[src/rtl/sdm_axil_regs_mc.sv]
`default_nettype none
// ============================================================================
// Module   : sdm_axil_regs_mc
// Brief    : AXI4-Lite register bank for NUM_CH sigma-delta modulator
//            channels. It holds a per-channel enable and input value, a
//            read-only ID word and per-channel update strobes.
// Options  : SDM_REG_SHADOW_EN - CTRL/VALUE writes go to shadow registers.
//            A write of 1 to COMMIT (0x08) copies the shadows to the outputs.
// Revision : 1.0 - initial release
// ============================================================================
module sdm_axil_regs_mc #(
  parameter int NUM_CH  = 4,
  parameter int VALUE_W = 16,
  parameter int ADDR_W  = 12
) (
  input  logic                        aclk,
  input  logic                        aresetn,
  input  logic [31:0]                 awaddr,
  input  logic [2:0]                  awprot,
  input  logic                        awvalid,
  output logic                        awready,
  input  logic [31:0]                 wdata,
  input  logic [3:0]                  wstrb,
  input  logic                        wvalid,
  output logic                        wready,
  output logic [1:0]                  bresp,
  output logic                        bvalid,
  input  logic                        bready,
  input  logic [31:0]                 araddr,
  input  logic [2:0]                  arprot,
  input  logic                        arvalid,
  output logic                        arready,
  output logic [31:0]                 rdata,
  output logic [1:0]                  rresp,
  output logic                        rvalid,
  input  logic                        rready,
  output logic [NUM_CH-1:0]           enable,
  output logic [NUM_CH*VALUE_W-1:0]   value,
  output logic [NUM_CH-1:0]           upd_stb
);

  localparam logic [31:0] C_ID       = 32'h5344_0000 | (32'(NUM_CH) << 8) | 32'(VALUE_W);
  localparam logic [2:0]  C_K_NONE   = 3'd0;
  localparam logic [2:0]  C_K_CTRL   = 3'd1;
  localparam logic [2:0]  C_K_ID     = 3'd2;
  localparam logic [2:0]  C_K_COMMIT = 3'd3;
  localparam logic [2:0]  C_K_VALUE  = 3'd4;
  localparam logic [1:0]  C_OKAY     = 2'b00;
  localparam logic [1:0]  C_SLVERR   = 2'b10;

  typedef enum logic [1:0] {W_IDLE = 2'd0, W_ADDR = 2'd1, W_DATA = 2'd2, W_RESP = 2'd3} wstate_t;
  typedef enum logic [0:0] {R_IDLE = 1'b0, R_DATA = 1'b1} rstate_t;

  // Address decode: returns {kind[2:0], channel index[3:0]}. Misaligned
  // addresses never match a register and fall through to C_K_NONE.
  function automatic logic [6:0] f_decode(input logic [ADDR_W-1:0] a);
    logic [6:0] d;
    d = {C_K_NONE, 4'd0};
    if (a == ADDR_W'(0))
      d = {C_K_CTRL, 4'd0};
    else if (a == ADDR_W'(4))
      d = {C_K_ID, 4'd0};
`ifdef SDM_REG_SHADOW_EN
    else if (a == ADDR_W'(8))
      d = {C_K_COMMIT, 4'd0};
`endif
    for (int n = 0; n < NUM_CH; n++)
      if (a == ADDR_W'(16 + 4 * n))
        d = {C_K_VALUE, 4'(n)};
    return d;
  endfunction

  // Byte-lane merge of new write data over an old register value
  function automatic logic [31:0] f_merge(input logic [31:0] old_v,
                                          input logic [31:0] new_v,
                                          input logic [3:0]  strb);
    logic [31:0] m;
    for (int b = 0; b < 4; b++)
      m[8*b +: 8] = strb[b] ? new_v[8*b +: 8] : old_v[8*b +: 8];
    return m;
  endfunction

  // --------------------------------------------------------------------------
  // Write channel
  // --------------------------------------------------------------------------
  wstate_t             r_wstate;
  wstate_t             w_wstate_nxt;
  logic [ADDR_W-1:0]   r_awaddr;
  logic [31:0]         r_wdata;
  logic [3:0]          r_wstrb;
  logic [1:0]          r_bresp;
  logic [NUM_CH-1:0]   r_upd_stb;
  logic                w_aw_hs;
  logic                w_w_hs;
  logic                w_wr_fire;
  logic [ADDR_W-1:0]   w_wr_addr;
  logic [31:0]         w_wr_data;
  logic [3:0]          w_wr_strb;
  logic [6:0]          w_wr_dec;
  logic [2:0]          w_wr_kind;
  logic [3:0]          w_wr_idx;
  logic                w_wr_ok;
  logic [NUM_CH-1:0]   w_en_bus_in;
  logic [NUM_CH-1:0]   r_en_bus;
  logic [VALUE_W-1:0]  r_val_bus [NUM_CH];
  logic [31:0]         w_val_old;
  logic [31:0]         w_ctrl_merged;
  logic [31:0]         w_val_merged;
  logic [NUM_CH-1:0]   w_ctrl_lane;
  logic [NUM_CH-1:0]   w_upd_nxt;

  assign awready = aresetn && ((r_wstate == W_IDLE) || (r_wstate == W_DATA));
  assign wready  = aresetn && ((r_wstate == W_IDLE) || (r_wstate == W_ADDR));
  assign bvalid  = (r_wstate == W_RESP);
  assign bresp   = r_bresp;
  assign upd_stb = r_upd_stb;
  assign w_aw_hs = awvalid && awready;
  assign w_w_hs  = wvalid && wready;

  // The half of the transaction captured earlier comes from the holding regs
  assign w_wr_addr = (r_wstate == W_ADDR) ? r_awaddr : awaddr[ADDR_W-1:0];
  assign w_wr_data = (r_wstate == W_DATA) ? r_wdata  : wdata;
  assign w_wr_strb = (r_wstate == W_DATA) ? r_wstrb  : wstrb;
  assign w_wr_dec  = f_decode(w_wr_addr);
  assign w_wr_kind = w_wr_dec[6:4];
  assign w_wr_idx  = w_wr_dec[3:0];
  assign w_wr_ok   = (w_wr_kind != C_K_NONE) && (w_wr_kind != C_K_ID);
  assign w_en_bus_in = r_en_bus;

  // Write FSM next state; w_wr_fire marks the edge entering W_RESP
  always_comb begin
    w_wstate_nxt = r_wstate;
    w_wr_fire    = 1'b0;
    case (r_wstate)
      W_IDLE: begin
        if (w_aw_hs && w_w_hs) begin
          w_wstate_nxt = W_RESP;
          w_wr_fire    = 1'b1;
        end else if (w_aw_hs) begin
          w_wstate_nxt = W_ADDR;
        end else if (w_w_hs) begin
          w_wstate_nxt = W_DATA;
        end
      end
      W_ADDR: begin
        if (w_w_hs) begin
          w_wstate_nxt = W_RESP;
          w_wr_fire    = 1'b1;
        end
      end
      W_DATA: begin
        if (w_aw_hs) begin
          w_wstate_nxt = W_RESP;
          w_wr_fire    = 1'b1;
        end
      end
      W_RESP: begin
        if (bready)
          w_wstate_nxt = W_IDLE;
      end
      default: w_wstate_nxt = W_IDLE;
    endcase
  end

  // Old value of the addressed channel and the byte-merged results
  always_comb begin
    w_val_old = 32'd0;
    for (int n = 0; n < NUM_CH; n++)
      if (w_wr_idx == 4'(n))
        w_val_old = 32'(r_val_bus[n]);
    w_ctrl_merged = f_merge(32'(w_en_bus_in), w_wr_data, w_wr_strb);
    w_val_merged  = f_merge(w_val_old, w_wr_data, w_wr_strb);
    for (int n = 0; n < NUM_CH; n++)
      w_ctrl_lane[n] = w_wr_strb[n / 8];
  end

`ifdef SDM_REG_SHADOW_EN
  logic                w_commit;
  logic [NUM_CH-1:0]   r_en_live;
  logic [VALUE_W-1:0]  r_val_live [NUM_CH];

  assign w_commit = w_wr_fire && (w_wr_kind == C_K_COMMIT) && w_wr_data[0] && w_wr_strb[0];
  assign enable   = r_en_live;

  // A commit copies every shadow to the live outputs at once
  always_ff @(posedge aclk) begin
    if (!aresetn) begin
      r_en_live <= '0;
      for (int n = 0; n < NUM_CH; n++)
        r_val_live[n] <= '0;
    end else if (w_commit) begin
      r_en_live <= r_en_bus;
      for (int n = 0; n < NUM_CH; n++)
        r_val_live[n] <= r_val_bus[n];
    end
  end

  // Every channel is strobed on a commit
  always_comb begin
    w_upd_nxt = '0;
    if (w_commit)
      w_upd_nxt = '1;
  end
`else
  assign enable = r_en_bus;

  // Strobe the channels touched by this write
  always_comb begin
    w_upd_nxt = '0;
    if (w_wr_fire && (w_wr_kind == C_K_CTRL))
      w_upd_nxt = w_ctrl_lane;
    for (int n = 0; n < NUM_CH; n++)
      if (w_wr_fire && (w_wr_kind == C_K_VALUE) && (w_wr_idx == 4'(n)))
        w_upd_nxt[n] = 1'b1;
  end
`endif

  for (genvar gi = 0; gi < NUM_CH; gi++) begin : g_value
`ifdef SDM_REG_SHADOW_EN
    assign value[gi*VALUE_W +: VALUE_W] = r_val_live[gi];
`else
    assign value[gi*VALUE_W +: VALUE_W] = r_val_bus[gi];
`endif
  end

  // Write FSM state, half-transaction holding registers and response
  always_ff @(posedge aclk) begin
    if (!aresetn) begin
      r_wstate  <= W_IDLE;
      r_awaddr  <= '0;
      r_wdata   <= '0;
      r_wstrb   <= '0;
      r_bresp   <= C_OKAY;
      r_upd_stb <= '0;
    end else begin
      r_wstate  <= w_wstate_nxt;
      r_upd_stb <= w_upd_nxt;
      if (w_aw_hs)
        r_awaddr <= awaddr[ADDR_W-1:0];
      if (w_w_hs) begin
        r_wdata <= wdata;
        r_wstrb <= wstrb;
      end
      if (w_wr_fire)
        r_bresp <= w_wr_ok ? C_OKAY : C_SLVERR;
    end
  end

  // Bus-visible CTRL/VALUE registers (shadows when the shadow option is on)
  always_ff @(posedge aclk) begin
    if (!aresetn) begin
      r_en_bus <= '0;
      for (int n = 0; n < NUM_CH; n++)
        r_val_bus[n] <= '0;
    end else if (w_wr_fire) begin
      if (w_wr_kind == C_K_CTRL)
        r_en_bus <= w_ctrl_merged[NUM_CH-1:0];
      for (int n = 0; n < NUM_CH; n++)
        if ((w_wr_kind == C_K_VALUE) && (w_wr_idx == 4'(n)))
          r_val_bus[n] <= w_val_merged[VALUE_W-1:0];
    end
  end

  // --------------------------------------------------------------------------
  // Read channel
  // --------------------------------------------------------------------------
  rstate_t       r_rstate;
  rstate_t       w_rstate_nxt;
  logic          w_ar_hs;
  logic [6:0]    w_rd_dec;
  logic [31:0]   w_rd_data;
  logic [1:0]    w_rd_resp;
  logic [31:0]   r_rdata;
  logic [1:0]    r_rresp;

  assign arready  = aresetn && (r_rstate == R_IDLE);
  assign rvalid   = (r_rstate == R_DATA);
  assign rdata    = r_rdata;
  assign rresp    = r_rresp;
  assign w_ar_hs  = arvalid && arready;
  assign w_rd_dec = f_decode(araddr[ADDR_W-1:0]);

  // Read data mux; unmapped addresses return zero with SLVERR
  always_comb begin
    w_rd_data = 32'd0;
    w_rd_resp = C_OKAY;
    case (w_rd_dec[6:4])
      C_K_CTRL:   w_rd_data = 32'(r_en_bus);
      C_K_ID:     w_rd_data = C_ID;
      C_K_COMMIT: w_rd_data = 32'd0;
      C_K_VALUE: begin
        for (int n = 0; n < NUM_CH; n++)
          if (w_rd_dec[3:0] == 4'(n))
            w_rd_data = 32'(r_val_bus[n]);
      end
      default:    w_rd_resp = C_SLVERR;
    endcase
  end

  // Read FSM next state
  always_comb begin
    w_rstate_nxt = r_rstate;
    case (r_rstate)
      R_IDLE:  if (w_ar_hs) w_rstate_nxt = R_DATA;
      R_DATA:  if (rready)  w_rstate_nxt = R_IDLE;
      default: w_rstate_nxt = R_IDLE;
    endcase
  end

  // Read state and response registers; data is sampled at the ar handshake
  always_ff @(posedge aclk) begin
    if (!aresetn) begin
      r_rstate <= R_IDLE;
      r_rdata  <= '0;
      r_rresp  <= C_OKAY;
    end else begin
      r_rstate <= w_rstate_nxt;
      if (w_ar_hs) begin
        r_rdata <= w_rd_data;
        r_rresp <= w_rd_resp;
      end
    end
  end

  // Ignored inputs and intentionally partial-width intermediates
  logic w_unused;
  assign w_unused = &{1'b0, awprot, arprot, awaddr[31:ADDR_W], araddr[31:ADDR_W],
                      w_ctrl_merged, w_val_merged, w_ctrl_lane};

endmodule
`default_nettype wire
[config.mk]
export PLATFORM = sky130hd
export DESIGN_NAME = sdm_axil_regs_mc
export DESIGN_NICKNAME = d
export VERILOG_FILES = /design/src/rtl/sdm_axil_regs_mc.sv
export SDC_FILE = /design/constraint.sdc
export NUM_CORES = 1
export LEC_CHECK = 0
export CAP_MARGIN = 20
export CORE_ASPECT_RATIO = 0.75
export CORE_MARGIN = 8
export CORE_UTILIZATION = 35
export DETAILED_ROUTE_END_ITERATION = 6
export PLACE_DENSITY_LB_ADDON = 0.2
export SYNTH_ARGS = -nofsm -noshare
export SYNTH_HDL_FRONTEND = slang
export SYNTH_SLANG_ARGS = --single-unit
[constraint.sdc]
create_clock -name aclk -period 8.9 [get_ports aclk]
set_clock_uncertainty 0.15 [all_clocks]
set_input_delay 1.78 -clock aclk [delete_from_list [all_inputs] [get_ports aclk]]
set_output_delay 1.78 -clock aclk [all_outputs]
set_load 0.01 [all_outputs]
==> run summary, run 1 <==
The switching share of power is 32.2%. The synthesized design devotes to its leading area cell type 30.3% of total area. The initial utilization of the core area, before any placement, comes to 35.9%. The length of the first detailed-routing pass in iterations was 5; the largest fanout on the critical path was 44. Setup repair after global routing left no endpoint under its margin.

Yosys attributes the largest share of cell area to sky130_fd_sc_hd__edfxtp_1 30%, sky130_fd_sc_hd__dfxtp_1 19%, sky130_fd_sc_hd__nand2_1 7.1%. The run gives 4 as the H-tree depth. The maximum clock rate was 175 MHz.

In this run the power density over the cells is 221 nW/um^2. Among all flip-flop cells after synthesis, the most frequent one is sky130_fd_sc_hd__edfxtp_1. The later pin in the worst-skew pair is clocked with a latency of 0.42 ns. The number of gates resized after CTS was 0. The tools report the combinational power share as 26.6%.

In this run the count of I/O pins placed on the die edge is 226. The hold-fix buffer count after cts came out at 0. Cell family contributing the most delay on the critical path: buffers and inverters. The floorplan step defined a die boundary enclosing 22800 um^2. The internal portion of the total power is 1.28 mW. The flow ran to the end, and the final reports show no timing, DRC or antenna violations. The count of cell types in the netlist came out at 60.

The tool flagged a number of max-cap violations equal to 0. The number of antenna diodes in the final layout is 0. At the worst endpoint, the required time is 6.97 ns.

The floorplan step defined a core boundary enclosing 17700 um^2. The global placer's final weighted congestion is 0.839, and the path depth of the worst reg2reg path is 7. The die width is 172 um, and the total length of routed wires is 21.7 mm. The number of buffers inserted to repair setup after CTS is 0. Launch instance of the worst register-to-register path: r_wstate[1].

Relative slew slack: 28.5%. The run gives 124 as the sink count of the clock tree. The logs give 116 uV for the peak supply drop and 42 for the row count. Summed over all failing endpoints, the final setup total negative slack is 0 ns. The clock passes through at most 2 buffers.

For the number of nets in the final layout, the log shows 884. The proportion of layout cells with a drive suffix above 1 works out to 9.62%. Along the worst hold path, the cell count comes to 2. The tools report the critical register-to-register path endpoint as r_val_bus[2][7]. The setup path with the least slack is of type in2out. Averaged over all synthesized cells, the footprint is 10.0 um^2.

In the synthesized netlist, the cells that appear most often are 120 x sky130_fd_sc_hd__nand2_1, 64 x sky130_fd_sc_hd__edfxtp_1, 60 x sky130_fd_sc_hd__dfxtp_1, 51 x sky130_fd_sc_hd__a211oi_1, 37 x sky130_fd_sc_hd__nand3_1. Among all cell types in the netlist, the one instantiated most often is sky130_fd_sc_hd__nand2_1. TritonCTS built the clock tree. The max-slew violation count came out at 0. The first global-routing pass estimated 33.0 mm of wire. The via count of the first global-routing pass came out at 5552. Dividing the final minimum period by the clock period gives 64.2%.

The clock input transition at the sequential cells of the worst setup and hold paths is 0.06 ns, and the post-layout total power is 1.89 mW. The netlist area before placement came out at 6350 um^2. The CTS buffer count is 17. Traced cell by cell, the critical path runs through clkdlybuf4s50_1 > buf_4 > inv_1 > nor2_1 > clkdlybuf4s50_1. In this run the static leakage power is 3.19 nW.

After detailed placement, the design holds a cell count of 990. In this run, the number of DRC markers left after iteration 0 of detailed routing was 456. Among the stages of the critical path, the cell type that occurs most often is sky130_fd_sc_hd__clkdlybuf4s50_1. The min-delay analysis places its worst path in the category reg2reg. The tools report the number of remaining DRC errors as 0. The overall overflow remaining after global route is 0. Synthesis inferred 124 register bits. For the finished layout, the period the worst path requires is 5.72 ns.

On the worst path, the slowest cell contributes a delay of 0.56 ns. After the flow finishes, the layout carries non-filler instances totaling 1022. The sequential share of the synthesized area was 49.2%; the count of buffer and inverter cells on the critical path was 4.

Setup violations remaining at the end of the flow were counted as 0. The final hold violation count is 0. The sequential share of power came out at 35.9%. The number of antenna violations at the first check in global routing was 0. The startpoint identified for the worst hold timing path is rdata[7]. Data arrives at the worst endpoint at 3.79 ns. The number of buffers inserted by port buffering works out to 149. The run gives 634 as the count of mapped cells out of synthesis. At the end of the flow the core is filled with cells to 48.2%. The terminating pin of the worst hold path is rdata[7].

The worst setup path is launched from a primary input. Share of flip-flops with an asynchronous set or reset: 0%. In this run the vertical extent of the chip is 133 um. The kind of end point of the critical path was a primary output. The transition time at the pin with the least slew margin was 1.07 ns.

The routed layout has 5645 vias. The total of warnings raised by yosys was 0. The power dissipated by switching net loads is 0.608 mW. Among all stages on the critical path, the largest delay is contributed by sky130_fd_sc_hd__clkdlybuf4s50_1. In this run the number of cells on the critical path is 5.

In this run the remaining antenna-violating nets after routing total 0. In the final routed layout, each cell accounts on average for 21.3 um. Once detailed placement completed, the half-perimeter wirelength came to 15.0 mm. The area growth from synthesis to layout is 34.5%.

The worst setup slack for register-to-register paths was 4.45 ns. Clock tree synthesis selected as its root buffer the cell sky130_fd_sc_hd__clkbuf_16. The number of enable flip-flop cells after synthesis was 64; the part of the power in the clock network was 37.5%. The post-detailed-route via-to-cell ratio is 5.52. Summed over all instances, the cell type with the most area after synthesis is sky130_fd_sc_hd__edfxtp_1.

Across every metal layer, demand over resource in global routing totals 19.0%. Entering global routing, the biggest net connects 45 pins.
power groups by stage:
stage	logic [mW]	clock network (mW)	registers [mW]
after floorplan	0.340	0	0.688
after global placement	0.482	0	0.687
after detailed placement	0.494	0	0.689
after CTS	0.498	0.715	0.678
after global routing	0.546	0.742	0.684
final	0.502	0.709	0.678
stage by stage:
step / hold slack [ns] / cell area [um^2] / setup WS [ns]
2_1_floorplan: 0.281 / 6390 / 4.48
3_3_place_gp: 0.277 / 7930 / 3.13
3_5_place_dp: 0.283 / 7930 / 3.12
4_1_cts: 0.291 / 8540 / 3.16
5_1_grt: 0.304 / 8540 / 3.05
6_report: 0.286 / 8540 / 3.18
state kept, by name (all words and copies together), names as in the netlist:
name,count
rvalid,1
r_awaddr,12
r_val_bus,64
r_wstrb,2
r_wstate,2
rresp,1
rdata,17
r_wdata,16
bresp,1
enable,4
upd_stb,4
worst reg2reg max path: stages, from the launching register on:
cell,delay (ns)
sky130_fd_sc_hd__dfxtp_1,0.34
sky130_fd_sc_hd__inv_1,0.10
sky130_fd_sc_hd__ha_1,0.61
sky130_fd_sc_hd__nor4b_4,0.35
sky130_fd_sc_hd__nand2_2,0.18
sky130_fd_sc_hd__a211oi_4,0.94
sky130_fd_sc_hd__nand2_2,0.57
sky130_fd_sc_hd__nand2_1,0.83
placed cells by master, fill, tap and decap left out, drive strengths merged, types with 14 or more instances in the layout:
cell type and count:
a211oi 53, mux2i 24, nand2b 16, nor2 36, clkbuf 23, nand3 38, nand2 124, a21oi 26
edfxtp 64, inv 14, dfxtp 60, clkdlybuf4s50 149
kinds of logic (layout without fill, tap and decap cells):
group | after synthesis | count (layout) | synth area share (%)
AO/OA/AOI/OAI | 150 | 150 | 18.5
adder cells (fa/ha/maj) | 4 | 4 | 0.788
buffers and inverters | 64 | 199 | 5.65
flip-flops | 124 | 124 | 49.2
multiplexers | 39 | 39 | 7.39
other | 1 | 12 | 0.0590
AND/OR/NAND/NOR | 252 | 252 | 18.4
layout make-up:
cell class | count | area (um^2)
fill | 1614 | 9170
inverter | 10 | 37.5
clock buffer | 23 | 554
timing repair buffer | 157 | 1550
sequential | 124 | 3120
multi-input combinational | 457 | 2910
clock inverter | 9 | 65.1
tap | 242 | 303
worst max path at each step:
stage / startpoint / endpoint / slack [ns]
after floorplan: aresetn / arready / 4.48
after global placement: awaddr[11] / r_val_bus[2][12] / 3.13
after detailed placement: awaddr[11] / r_val_bus[2][12] / 3.12
after CTS: aresetn / wready / 3.16
after global routing: aresetn / wready / 3.05
final: aresetn / wready / 3.18
per-layer routing:
metal,vias up,track usage [%],routed length [um]
li1,2593,-,-
met4,0,7.08,523
met1,2727,25.2,9480
met2,287,28.3,9550
met5,-,0,0
met3,38,5.91,2190
Power figures use the tool's default switching activity.
==> run 2, diff against run 1 <==
==> constraint.sdc (replaced) <==
create_clock -name aclk -period 5.5 [get_ports aclk]
set_clock_uncertainty 0.15 [all_clocks]
set_input_delay 1.1 -clock aclk [delete_from_list [all_inputs] [get_ports aclk]]
set_output_delay 1.1 -clock aclk [all_outputs]
set_load 0.01 [all_outputs]
==> run 2 against run 1 <==
  * The flow now finishes with violations (design-rule violations)
  * Combinational power up 60%
  * Final area down 0.15%
  * Power grew 58%
  * Count of clock-buffer cells in the layout down 2
  * Final cell count rose by 0.29%
  * Global-route usage fell by 0.15 points
  * Hold slack worse by 0.0027 ns
  * Via count decreased by 1.2%
  * Sequential cell count did not move
  * Sequential share of layout area grew 0.054 points
  * Wire length about the same
  * Clock power increased by 54%
  * Critical endpoint is now awready
  * Largest cell class unchanged
  * Highest routed layer unchanged
==> run summary, run 2 (synthesis results as in run 1) <==
The worst register-to-register path ends at r_val_bus[1][0]. The proportion of layout cells with a drive suffix above 1 was 10.1%; the sink count of the clock tree was 124. In this run the post-CTS setup repair buffer count came out at 0.

For the worst setup path, the data required time is 4.25 ns. IR analysis of the VDD net gives a maximum drop of 142 uV. TritonCTS built the clock tree. For the worst flop-to-flop path, the logic depth is 7.

The logs give 2 for the number of buffers between clock root and the deepest sink and 29.4% for the relative slew slack. The final reports fail on design-rule violations. The setup total negative slack came out at 0 ns.

For the antenna diode instance count, the log shows 0. The run finished, with violations left. The register with the most flip-flops in the layout has 64 of them.

In the routed design, unresolved DRC markers number 2. The run gives 4 as the H-tree depth. The height of the die came out at 133 um.

The register with the most flip-flops in the final layout is r_val_bus. The net count of the finished layout is 887. Setup repair after global routing left no endpoint under its margin. The hold-fix buffer count after cts is 0. The largest fanout on the critical path was 37; the global-route wire length before repair was 32.6 mm.

Count of endpoints failing setup in the final report: 0. In this run the worst setup path terminates at awready. For this configuration, the core starts out at a cell density of 35.9%. In the layout the commonest cells are 149 x sky130_fd_sc_hd__clkdlybuf4s50_1, 120 x sky130_fd_sc_hd__nand2_1, 64 x sky130_fd_sc_hd__edfxtp_1, 60 x sky130_fd_sc_hd__dfxtp_1, 51 x sky130_fd_sc_hd__a211oi_1.

The total length of routed wires came out at 21.8 mm. The run gives 0 as the max-slew violation count. The CTS buffer count was 17; the total via count after detailed routing was 5576. For the arrival time of the worst setup path, the log shows 2.94 ns. For the static leakage, the log shows 3.18 nW. STA classifies the critical path endpoint as a primary output.

Together, buffers and inverters on the worst path number 3. Power spread over the standard cell area amounts to 350 nW/um^2. The die width came out at 172 um. The row count is 42. The worst setup slack for register-to-register paths is 1.59 ns, and the number of buffers inserted by port buffering is 149. The share of the clock period used by the worst path after layout is 76.2%. The transition time at the pin with the least slew margin is 1.06 ns, and the number of stages on the worst setup path is 4. The tree is rooted in a sky130_fd_sc_hd__clkbuf_16. The worst min-delay path category was reg2reg. Relative to the synthesized area, the layout overhead comes to 34.3%. The tools report the source of the critical timing path as aresetn.

The die covers 22800 um^2. The cell family contributing the most delay on the critical path was buffers and inverters. The total of max-cap violations is 0. Global routing consumed, over all layers together, 18.8% of the routing resources. The minimum clock period after layout was 4.19 ns; the count of cells resized by post-cts repair was 0. The overall overflow remaining after global route was 0.

STA classifies the critical path startpoint as a primary input. The number of antenna violations at the first check in global routing is 0, and the clock input transition at the sequential cells of the worst setup and hold paths is 0.06 ns. Entering global routing, the biggest net connects 38 pins. Highest-delay cell along the critical path: sky130_fd_sc_hd__clkdlybuf4s50_1. The length of the first detailed-routing pass in iterations is 7, and the routed length per instance is 21.2 um. Walking the worst path, the cells encountered are clkdlybuf4s50_1 > buf_4 > o21a_1 > clkdlybuf4s50_1. The run gives 0.43 ns as the latest clock arrival within the worst-skew pair. The worst hold slack is 0.283 ns.

The area of the core was 17700 um^2; the via count of the first global-routing pass was 5484. Routability-driven placement finished with a final weighted congestion of 0.848. The half-perimeter wire length after placement was 15.2 mm; the final hold violation count was 0. Maximum clock rate: 239 MHz.

The most frequent cell on the critical path is sky130_fd_sc_hd__clkdlybuf4s50_1. The stage delay of the slowest cell on the critical path works out to 0.63 ns. In this run the critical register-to-register path is launched from r_wstate[1]. Critical setup path kind: in2out. The run gives 226 as the number of primary I/O pins. For the antenna violation net count after detailed routing, the log shows 0.

Most frequent standard cell in the layout excluding fill and tap cells: sky130_fd_sc_hd__clkdlybuf4s50_1. For this block, the initial DRC count from the detailed router was 589. In the routed layout, each cell is associated on average with a via count of 5.44.
==> run 2: cell count changes in the layout (fill, tap and decap cells not counted), sizes merged <==
| cell | change |
|---|---|
| buf | +3 |
| clkinvlp | +2 |
| clkinv | +2 |
| inv | -2 |
| clkbuf | -2 |
==> run 2: metal layers <==
metal / vias to the layer above / part of all wire (%) / global-route usage [%]
met1: 2667 / 41 / 23.7
li1: 2602 / - / -
met5: - / 0 / 0
met4: 0 / 1.7 / 6.80
met2: 278 / 45 / 28.7
met3: 29 / 12 / 7.46
==> run 2: how the worst min path moves through the flow <==
stage | from | end | cells after the start
after floorplan | r_wdata[0] | r_wdata[0] | 2
after global placement | rdata[6] | rdata[6] | 2
after detailed placement | rdata[13] | rdata[13] | 2
after CTS | rdata[13] | rdata[13] | 2
after global routing | rdata[6] | rdata[6] | 2
final | rdata[6] | rdata[6] | 2
==> run 2: final cells by class <==
type                       count  area [um^2]
clock inverter                11         81.3
clock buffer                  21          503
inverter                      10         37.5
multi-input combinational    457         2910
sequential                   124         3120
tap                          242          303
fill                        1644         9180
timing repair buffer         160         1570
==> run 2: worst reg2reg max path: stages (launching register included) <==
cell and delay, ns:
sky130_fd_sc_hd__dfxtp_1 0.34, sky130_fd_sc_hd__inv_1 0.09, sky130_fd_sc_hd__ha_1 0.57, sky130_fd_sc_hd__nor3b_1 0.33
sky130_fd_sc_hd__o21ai_1 0.22, sky130_fd_sc_hd__a2111oi_2 0.53, sky130_fd_sc_hd__nand2_2 0.41, sky130_fd_sc_hd__nand2_1 0.87
==> run 2: report_power, final <==
| group | switching (mW) | internal, mW | total, mW |
|---|---|---|---|
| Combinational | 0.490 | 0.314 | 0.804 |
| Clock | 0.433 | 0.655 | 1.09 |
| Sequential | 0.0532 | 1.04 | 1.10 |
| Total | 0.976 | 2.01 | 2.99 |
==> run 2: metrics by stage <==
step	instance area (um^2)	utilization (%)	power (mW)	instances	worst slack (ns)
2_1_floorplan	6390	-	1.66	645	2.10
3_3_place_gp	7950	44.9	1.89	993	1.04
3_5_place_dp	7950	44.9	1.91	993	0.915
4_1_cts	8530	48.2	3.00	1025	1.28
5_1_grt	8530	48.2	3.13	1025	1.15
6_report	8530	48.2	2.99	1025	1.31
==> run 3, diff against run 2 <==
==> constraint.sdc (replaced) <==
create_clock -name aclk -period 3.7 [get_ports aclk]
set_clock_uncertainty 0.15 [all_clocks]
set_input_delay 0.74 -clock aclk [delete_from_list [all_inputs] [get_ports aclk]]
set_output_delay 0.74 -clock aclk [all_outputs]
set_load 0.01 [all_outputs]
==> run 3 against run 2 <==
  * The run now ends clean
  * Hold slack improved by 0.0010 ns
  * Clock power increased by 44%
  * Final cell count increased by 2.0%
  * Critical path depth increased by 2
  * Power increased by 48%
  * Largest power group unchanged
==> run summary, run 3 (synthesis results as in run 1) <==
The flow ran to the end, and the final reports show no timing, DRC or antenna violations. The number of buffers inserted by port buffering is 149, and the data required time at the worst endpoint is 3.68 ns. The die is 133 um tall.

Tracing the worst setup path back leads to its startpoint at awaddr[11]. The footprint of the multi-input gates is 2910 um^2, and the total of max-cap violations is 0. H-tree depth: 4.

The largest fanout on the critical path was 10; the synthesis-to-layout area growth was 36.7%. At the end of routability-driven placement, the weighted congestion stood at 0.837. The floorplan step defined a core boundary enclosing 17700 um^2.

The category of the worst setup path launch point was a primary input. The row count was 42. The die covers 22800 um^2. The minimum clock period after layout is 3.24 ns, and the share of the clock period used by the worst path after layout is 87.6%.

The total length of routed wires is 21.8 mm, and the number of primary I/O pins is 226. The worst setup path is captured at a flip-flop. Entering global routing, the biggest net connects 37 pins.

The storage element area is 3120 um^2, and the final hold violation count is 0. The clock reaches the later pin of the worst-skew pair after 0.42 ns. The number of remaining DRC errors was 0; the initial cell density of the core was 35.9%. The routed layout has 5539 vias. The largest single stage delay on the critical path is 0.65 ns. For the max-slew violation count, the log shows 0.

Buffers inserted to repair hold after CTS numbered 0. The detail route stage leaves a number of antenna-violating nets equal to 0. Setup repair after global routing left no endpoint under its margin. The number of gates resized after CTS was 0. The tools report the peak supply drop as 251 uV. The first global-routing pass estimated 33.2 mm of wire. The logs give 39.1% for the relative slew slack and 17 for the CTS buffer count. The filler cells instantiated in the layout total 1630. The via count of the first global-routing pass is 5531. Launch instance of the worst register-to-register path: r_wstate[1]. TritonCTS built the clock tree.

At the worst endpoint, the arrival time is 3.22 ns. The tools report the post-layout total power as 4.43 mW. The top cell types in the final layout, fill and taps aside, are 149 x sky130_fd_sc_hd__clkdlybuf4s50_1, 120 x sky130_fd_sc_hd__nand2_1, 64 x sky130_fd_sc_hd__edfxtp_1, 60 x sky130_fd_sc_hd__dfxtp_1, 51 x sky130_fd_sc_hd__a211oi_1. The startpoint identified for the worst hold timing path is rdata[15].

Number of nets in the final layout: 908. The largest individual stage delay along the critical path comes from the cell sky130_fd_sc_hd__a2111o_1. For this run the aggregate overflow at the end of global routing stands at 0. Setup violations remaining at the end of the flow were counted as 0. Most frequent standard cell in the layout excluding fill and tap cells: sky130_fd_sc_hd__clkdlybuf4s50_1. For the number of antenna violations at the first check in global routing, the log shows 0. The register with the most flip-flops in the layout has 64 of them.

The worst min-delay path category is reg2reg. Buffers added to address setup during post-CTS repair amount to 0. The antenna diode instance count is 0, and the static leakage is 3.28 nW.

Counting along the longest clock path gives a buffer depth of 2. For the worst setup slack for register-to-register paths, the log shows 0.47 ns. On the critical path the largest part of the delay comes from compound AO/OA/AOI/OAI gates. The tools report the maximum clock rate as 308 MHz.

For this design the ratio of total power to cell area is 510 nW/um^2. The post-detailed-route via-to-cell ratio is 5.30. Walking the worst path, the cells encountered are clkdlybuf4s50_1 > nor4_1 > nand2_1 > a2111o_1 > o31ai_1 > a211oi_1. The clock drives 124 sinks.

After routing, the total negative slack on setup checks comes to 0 ns. In this run the clock root is driven by a sky130_fd_sc_hd__clkbuf_16. The run gives 19.0% as the global router's overall resource usage.

The count of buffer and inverter cells on the critical path was 1. The die width works out to 172 um. Transition time at the pin with the least slew margin: 0.911 ns.

Dividing the detail-routed wire length by the instance count gives 20.8 um. The tools report the half-perimeter wire length after placement as 16.0 mm. For this run, the detailed router's first-pass iteration total came to 5.

Number of DRC markers after the initial detailed-route iteration: 399. Clock-pin slew was measured on the worst setup and hold paths at 0.05 ns. The critical path is of the in2reg type.

The register ranked first by flip-flop count is r_val_bus. Cells with a size suffix above 1 make up 11.9% of the layout.
-- run 3: layout make-up --
class,instances,share of cell area (%)
repair buffers,181,20.1
inverters,10,0.432
clock inverters,5,0.317
well taps,242,3.49
clock buffers,27,6.16
multi-input cells,457,33.5
flip-flops and latches,124,36.0
-- run 3: power by group --
group / switching [mW] / internal (mW)
Clock: 0.584 / 0.983
Sequential: 0.0786 / 1.55
Combinational: 0.742 / 0.485
-- run 3: worst register-to-register path: cells and delay by family, from the launching register on --
family,cells,cell delay [ns]
buffers and inverters,2,0.30
AND/OR/NAND/NOR,1,0.29
flip-flops,1,0.38
adder cells (fa/ha/maj),1,0.28
AO/OA/AOI/OAI,4,1.56
-- run 3: metal layers --
metal	track usage [%]	vias up	part of all wire, %
li1	-	2640	-
met4	5.25	0	1.3
met3	5.68	23	9.1
met5	0	-	0
met2	29.1	221	45
met1	25.5	2655	44
-- run 3: final timing paths --
kind	endpoint	depth (start not counted)
max	r_val_bus[2][15]	6
min	rdata[15]	2
max reg2reg	r_val_bus[2][15]	8
min reg2reg	rdata[15]	2
-- run 3: through the flow --
stage	worst slack [ns]	area, um^2	utilization [%]	cells	hold slack [ns]
final	0.458	8680	49.0	1046	0.284
after global routing	0.345	8680	49.0	1046	0.297
after CTS	0.502	8680	49.0	1046	0.287
after detailed placement	0.120	8120	45.8	1014	0.279
after global placement	0.162	8120	45.8	1014	0.276
after floorplan	0.661	6390	-	645	0.281
